===== src/rtl/pdm_demod_if.sv =====
// pdm_demod_if: signal bundle between a PDM receiver and its controller.
//   en, sample_en, clr_err : control from the controller side
//   pdm, pdm_n             : differential PDM pin pair (async to clk)
//   duty_out, duty_vld     : recovered 16-bit duty word and its update pulse
//   pol_err                : sticky polarity-violation flag
// modport master: controller / pin driver side; modport slave: the demodulator.
interface pdm_demod_if;
    logic        en;
    logic        sample_en;
    logic        pdm;
    logic        pdm_n;
    logic        clr_err;
    logic [15:0] duty_out;
    logic        duty_vld;
    logic        pol_err;

    modport master (
        output en, sample_en, pdm, pdm_n, clr_err,
        input  duty_out, duty_vld, pol_err
    );

    modport slave (
        input  en, sample_en, pdm, pdm_n, clr_err,
        output duty_out, duty_vld, pol_err
    );
endinterface


===== src/rtl/pdm_demod.sv =====
// pdm_demod: boxcar-decimating demodulator for a differential 1-bit PDM stream.
// Counts ones over 2^DECIM_LOG2 strobed samples and scales the count to a
// 16-bit duty word (a full-ones window saturates to 16'hFFFF).
// Ports:
//   clk    : system clock, rising edge
//   rst_n  : asynchronous active-low reset
//   bus    : pdm_demod_if.slave (en, sample_en, pdm, pdm_n, clr_err in;
//            duty_out, duty_vld, pol_err out)
// Parameters: DECIM_LOG2 (1..16), SYNC_STAGES (>=2).
// Optional build macro PDM_DEMOD_IIR_EN adds a first-order smoother
// (y += (x - y) >>> 2) between the decimator and duty_out.
module pdm_demod #(
    parameter int unsigned DECIM_LOG2  = 8,
    parameter int unsigned SYNC_STAGES = 2
) (
    input  logic        clk,
    input  logic        rst_n,
    pdm_demod_if.slave  bus
);
    localparam int unsigned SHIFT = 16 - DECIM_LOG2;

    logic [SYNC_STAGES-1:0] p_sync_q, p_sync_d;
    logic [SYNC_STAGES-1:0] pn_sync_q, pn_sync_d;
    logic [DECIM_LOG2-1:0]  samp_cnt_q, samp_cnt_d;
    logic [DECIM_LOG2:0]    ones_cnt_q, ones_cnt_d;
    logic [15:0]            duty_out_q, duty_out_d;
    logic                   duty_vld_q, duty_vld_d;
    logic                   pol_err_q, pol_err_d;

    logic                   p_s, pn_s;
    logic                   sample;
    logic                   win_end;
    logic [DECIM_LOG2:0]    total;
    logic [15:0]            x_val;

`ifdef PDM_DEMOD_IIR_EN
    logic                   first_q, first_d;
    logic signed [17:0]     iir_diff;
    logic signed [17:0]     iir_sum;
`endif

    assign p_s  = p_sync_q[SYNC_STAGES-1];
    assign pn_s = pn_sync_q[SYNC_STAGES-1];

    always_comb begin
        p_sync_d  = {p_sync_q[SYNC_STAGES-2:0], bus.pdm};
        pn_sync_d = {pn_sync_q[SYNC_STAGES-2:0], bus.pdm_n};

        sample  = bus.en & bus.sample_en;
        win_end = sample && (samp_cnt_q == '1);

        // The sample taken on the closing edge is folded in here so the
        // counters can restart on that same edge with no dead sample.
        total = ones_cnt_q + (DECIM_LOG2+1)'(p_s);
        if (total[DECIM_LOG2]) x_val = '1;
        else                   x_val = 16'(total[DECIM_LOG2-1:0]) << SHIFT;

        samp_cnt_d = samp_cnt_q;
        ones_cnt_d = ones_cnt_q;
        duty_out_d = duty_out_q;
        duty_vld_d = 1'b0;

        if (!bus.en) begin
            samp_cnt_d = '0;
            ones_cnt_d = '0;
        end else if (bus.sample_en) begin
            if (win_end) begin
                samp_cnt_d = '0;
                ones_cnt_d = '0;
                duty_vld_d = 1'b1;
            end else begin
                samp_cnt_d = samp_cnt_q + DECIM_LOG2'(1);
                ones_cnt_d = total;
            end
        end

`ifdef PDM_DEMOD_IIR_EN
        first_d  = first_q;
        iir_diff = $signed({2'b00, x_val}) - $signed({2'b00, duty_out_q});
        iir_sum  = $signed({2'b00, duty_out_q}) + (iir_diff >>> 2);
        if (!bus.en) first_d = 1'b1;
        if (win_end) begin
            duty_out_d = first_q ? x_val : iir_sum[15:0];
            first_d    = 1'b0;
        end
`else
        if (win_end) duty_out_d = x_val;
`endif

        // Set is applied after clear so a coincident violation wins.
        pol_err_d = pol_err_q;
        if (bus.clr_err)              pol_err_d = 1'b0;
        if (sample && (p_s == pn_s))  pol_err_d = 1'b1;
    end

    always_ff @(posedge clk or negedge rst_n) begin
        if (!rst_n) begin
            p_sync_q   <= '0;
            pn_sync_q  <= '0;
            samp_cnt_q <= '0;
            ones_cnt_q <= '0;
            duty_out_q <= '0;
            duty_vld_q <= 1'b0;
            pol_err_q  <= 1'b0;
        end else begin
            p_sync_q   <= p_sync_d;
            pn_sync_q  <= pn_sync_d;
            samp_cnt_q <= samp_cnt_d;
            ones_cnt_q <= ones_cnt_d;
            duty_out_q <= duty_out_d;
            duty_vld_q <= duty_vld_d;
            pol_err_q  <= pol_err_d;
        end
    end

`ifdef PDM_DEMOD_IIR_EN
    always_ff @(posedge clk or negedge rst_n) begin
        if (!rst_n) first_q <= 1'b1;
        else        first_q <= first_d;
    end
`endif

    assign bus.duty_out = duty_out_q;
    assign bus.duty_vld = duty_vld_q;
    assign bus.pol_err  = pol_err_q;
endmodule


===== src/flat_wrapper.sv =====
// flat-port wrapper written by rule: the top's interface ports become plain ports
module pdm_demod_flat 
#(
    parameter int unsigned DECIM_LOG2  = 8,
    parameter int unsigned SYNC_STAGES = 2
)
  (clk, rst_n, bus_en, bus_sample_en, bus_pdm, bus_pdm_n, bus_clr_err, bus_duty_out, bus_duty_vld, bus_pol_err);
  pdm_demod_if bus_i ();
  input  logic clk;
  input  logic rst_n;
  input wire logic [$bits(bus_i.en)-1:0] bus_en;
  input wire logic [$bits(bus_i.sample_en)-1:0] bus_sample_en;
  input wire logic [$bits(bus_i.pdm)-1:0] bus_pdm;
  input wire logic [$bits(bus_i.pdm_n)-1:0] bus_pdm_n;
  input wire logic [$bits(bus_i.clr_err)-1:0] bus_clr_err;
  output wire logic [$bits(bus_i.duty_out)-1:0] bus_duty_out;
  output wire logic [$bits(bus_i.duty_vld)-1:0] bus_duty_vld;
  output wire logic [$bits(bus_i.pol_err)-1:0] bus_pol_err;
  assign bus_i.en = bus_en;
  assign bus_i.sample_en = bus_sample_en;
  assign bus_i.pdm = bus_pdm;
  assign bus_i.pdm_n = bus_pdm_n;
  assign bus_i.clr_err = bus_clr_err;
  assign bus_duty_out = bus_i.duty_out;
  assign bus_duty_vld = bus_i.duty_vld;
  assign bus_pol_err = bus_i.pol_err;
  pdm_demod #(.DECIM_LOG2(DECIM_LOG2), .SYNC_STAGES(SYNC_STAGES)) u_core (.clk(clk), .rst_n(rst_n), .bus(bus_i));
endmodule

===== config.mk =====
export PLATFORM = sky130hd
export DESIGN_NAME = pdm_demod_flat
export DESIGN_NICKNAME = d
export VERILOG_FILES = /design/src/rtl/pdm_demod_if.sv /design/src/rtl/pdm_demod.sv /design/src/flat_wrapper.sv
export SDC_FILE = /design/constraint.sdc
export NUM_CORES = 1
export LEC_CHECK = 0
export CAP_MARGIN = 30
export CORE_MARGIN = 2
export CORE_UTILIZATION = 35
export DETAILED_ROUTE_END_ITERATION = 7
export SLEW_MARGIN = 30
export SYNTH_ARGS = -nofsm -noshare
export SYNTH_HDL_FRONTEND = slang
export SYNTH_SLANG_ARGS = --single-unit
export TNS_END_PERCENT = 30

===== constraint.sdc =====
create_clock -name clk -period 1.78 [get_ports clk]
set_input_delay 0.356 -clock clk [delete_from_list [all_inputs] [get_ports clk]]
set_output_delay 0.356 -clock clk [all_outputs]
set_load 0.01 [all_outputs]

==> impl_metrics.yaml <==
status:
  status: "completed"
worst_setup_path:
  start_kind: "register"
  cpMaxStageDelayCell: "clkdlybuf4s50_1"
  cp_max_fo: 9
  arrival_ns: 1.32
  crit_type: "reg2out"
  end_kind: "primary output"
  cpLargestDelayFamily: "buffers and inverters"
  cp_cell_sequence: "clkdlybuf4s50_1"
  crit_buf_inv: 1
  critPathMaxStageDelay_ns: 0.59
  cp_data_required_time_ns: 1.42
sta:
  fmax_mhz: 595
  setup_violations: 0
  max_slew_margin_pct: 72.5
  skew_ns: 0.00769
  report.final.hold_viol_count: 0
  fin_setup_tns_ns: 0
  slew_violations: 0
  tightest_slew_ns: 0.412
  period_minus_slack_ns: 1.68
  worst_slack_ns: 0.0991
  period_share_pct: 94.4
final_layout:
  drive_gt1_share_pct: 11.6
  fin_nets: 192
  finish.utilization_pct: 44.9
  area_growth_pct: 24.5
  num_antenna_cells: 0
  design_area_um2: 1940
synth:
  synth_edf_count: 0
  yosys.area_share.simple_pct: 17.7
  synth_ff_type: "dfrtp_1"
  synthTopCellsByCount: "dfrtp_1 (32), nor2_1 (17), nand2_1 (15)"
  ys_warn_count: 0
  yosys.area_share.adder_pct: 3.21
  synth_top_cell_area_share_pct: 51.4
  muxShareOfSynthArea_pct: 0.642
  synth.area.top_cells: "dfrtp_1 (51%), a31oi_1 (4.8%), buf_4 (4.3%), nor2_1 (4.1%), nand2_1 (3.6%)"
  synth-async-reset-ratio_pct: 100
  syn-num-nets: 166
  syn_inst: 155
  yosysMostFrequentCell: "dfrtp_1"
  synthXorXnorAreaFrac_pct: 5.06
  netlist_area_um2: 1560
  synth_compound_area_share_pct: 14.8
  synth_cell_types: 35
  synth_top_area_cell: "dfrtp_1"
  avgSynthCellArea_um2: 10.1
  ys_ff_latch: 32
  yosysSeqAreaShare_pct: 51.4
  synth_top_family_by_area: "simple AND/OR/NAND/NOR gates"
global_routing:
  first_global_vias: 1203
  grt_pass1_wl_mm: 5.59
  gr-total-overflow: 0
  grt_usage_pct: 14.5
  grt_max_degree: 33
  antenna_found_initial: 0
clock_network:
  path_clk_slew_ns: 0.06
  cts_buffers: 5
  clockBufferDepth: 2
  cts_tree: "built"
  cts.sinks: 32
  htreeDepth: 2
  cts-root-buf: "clkbuf_8"
  clkLatencyLatePin_ns: 0.28
drt:
  dr.pass1.iters: 4
  vias_per_cell: 5.13
  vias: 1196
  drc: 0
  drt-wirelength-per-cell_um: 13.7
  drtIter0Drc: 48
  drtAntennaViolNets: 0
  drt_wl_total_mm: 3.18
placement:
  place_area_um2: 1840
  gp_congestion: 0.729
  port_buffers: 24
  place_ws_ns: 0.0570
  dp_hpwl_mm: 2.25
power:
  ir_drop_mv: 0.447
  p_sw_share_pct: 24.3
  p_leak_nw: 0.815
  total_power_w: 0.00145
  power_density_nw_per_um2: 749
  intPower_w: 0.00110
  p_comb_share_pct: 10.7
  pwr-share-seq_pct: 53.5
  switchingPower_w: 0.000353
  p_clk_share_pct: 35.8
die:
  dieWidth_um: 70.7
  pin_count: 25
  dieArea_um2: 5000
  core_um2: 4320
  rows: 24
  die_h_um: 70.7
  initial_utilization_pct: 36.1
job:
  drv_cap: 0
min_path:
  hp-class: "reg2reg"
-- layout by cell type, fill, tap and decap left out --
cell | Yosys | layout
o21ba_2 | 1 | 1
clkbuf_1 | 1 | 1
ha_1 | 4 | 3
nor2_1 | 17 | 17
a41oi_1 | 2 | 2
nand2b_1 | 2 | 2
a31oi_1 | 12 | 11
o22ai_1 | 2 | 2
a21oi_1 | 4 | 4
o211ai_1 | 1 | 1
o221a_2 | 1 | 1
dfrtp_1 | 32 | 32
nand2_1 | 15 | 15
nand4_2 | 1 | 1
o21bai_1 | 1 | 1
o21a_1 | 1 | 1
ha_4 | 0 | 1
buf_12 | 0 | 1
buf_4 | 9 | 7
inv_1 | 5 | 5
xnor2_1 | 6 | 6
clkbuf_8 | 0 | 5
clkdlybuf4s50_1 | 0 | 24
clkinv_2 | 0 | 1
nor4bb_1 | 1 | 1
o21ai_0 | 8 | 8
and2_1 | 3 | 3
mux2i_1 | 1 | 1
a31oi_2 | 0 | 1
a21o_1 | 1 | 1
xor2_1 | 3 | 3
nor3_4 | 1 | 1
a21boi_0 | 2 | 2
and2_4 | 1 | 1
nor2b_1 | 1 | 1
nand3_1 | 8 | 8
or3_1 | 3 | 3
nand4_1 | 2 | 2
-- metal layers --
metal,vias up,global-route usage (%),part of all wire [%]
li1,588,-,-
met1,563,17.7,45
met2,40,22.9,47
met3,5,5.84,6.5
met4,0,5.87,1.4
met5,-,0,0
-- power by group through the flow --
stage	Sequential [W]	Clock (W)	Combinational, W
6_report	0.000778	0.000521	0.000155
5_1_grt	0.000782	0.000574	0.000174
4_1_cts	0.000779	0.000538	0.000154
3_5_place_dp	0.000792	0	0.000154
3_3_place_gp	0.000790	0	0.000150
2_1_floorplan	0.000791	0	0.0000680
-- sequential cells by signal (all words and copies together), names as in the netlist --
register / cells
u_core.bus.duty_out: 9
u_core.bus.duty_vld: 1
u_core.bus.pol_err: 1
u_core.ones_cnt_q: 9
u_core.p_sync_q: 2
u_core.pn_sync_q: 2
u_core.samp_cnt_q: 8
-- stage by stage --
step | hold slack [ns] | instances
2_1_floorplan | 0.0604 | 155
3_3_place_gp | 0.336 | 225
3_5_place_dp | 0.339 | 225
4_1_cts | 0.354 | 232
5_1_grt | 0.358 | 233
6_report | 0.351 | 233
-- final timing paths --
kind,startpoint,to,slack [ns],cells past startpoint
min in group asynchronous,rst_n,u_core.bus.duty_out[13]$_DFFE_PN0P_,0.48,2
worst min-delay path,u_core.p_sync_q[0]$_DFF_PN0_,u_core.p_sync_q[1]$_DFF_PN0_,0.35,0
worst max-delay path,u_core.bus.duty_out[7]$_DFFE_PN0P_,bus_duty_out[5],0.1,1
worst max register to register,u_core.samp_cnt_q[0]$_DFFE_PN0P_,u_core.ones_cnt_q[4]$_DFFE_PN0P_,0.15,5
worst min register to register,u_core.p_sync_q[0]$_DFF_PN0_,u_core.p_sync_q[1]$_DFF_PN0_,0.35,0
max in group asynchronous,rst_n,u_core.samp_cnt_q[1]$_DFFE_PN0P_,1.00,2
-- final cells by class --
| cell class | instances | area [um2] |
|---|---|---|
| Clock inverter | 1 | 5.00 |
| Inverter | 5 | 18.8 |
| Tap cell | 52 | 65.1 |
| Timing Repair Buffer | 32 | 313 |
| Multi-Input combinational cell | 105 | 666 |
| Fill cell | 433 | 2380 |
| Sequential cell | 32 | 801 |
| Clock buffer | 6 | 72.6 |
-- cell families after synthesis --
kind of cell               count (synthesis)
muxes                                      1
and+or+nand+nor                           55
AOI/OAI and AO/OA                         36
DFF                                       32
xor gates and xnor gates                   9
buffers and inverters                     18
adders and majority gates                  4
-- what timing repair did --
item,4_1_cts,5_1_grt
setup endpoints to repair,0,9
buffers inserted,0,1
hold buffers,0,0
gates resized for setup,0,3
Power figures use the tool's default switching activity.
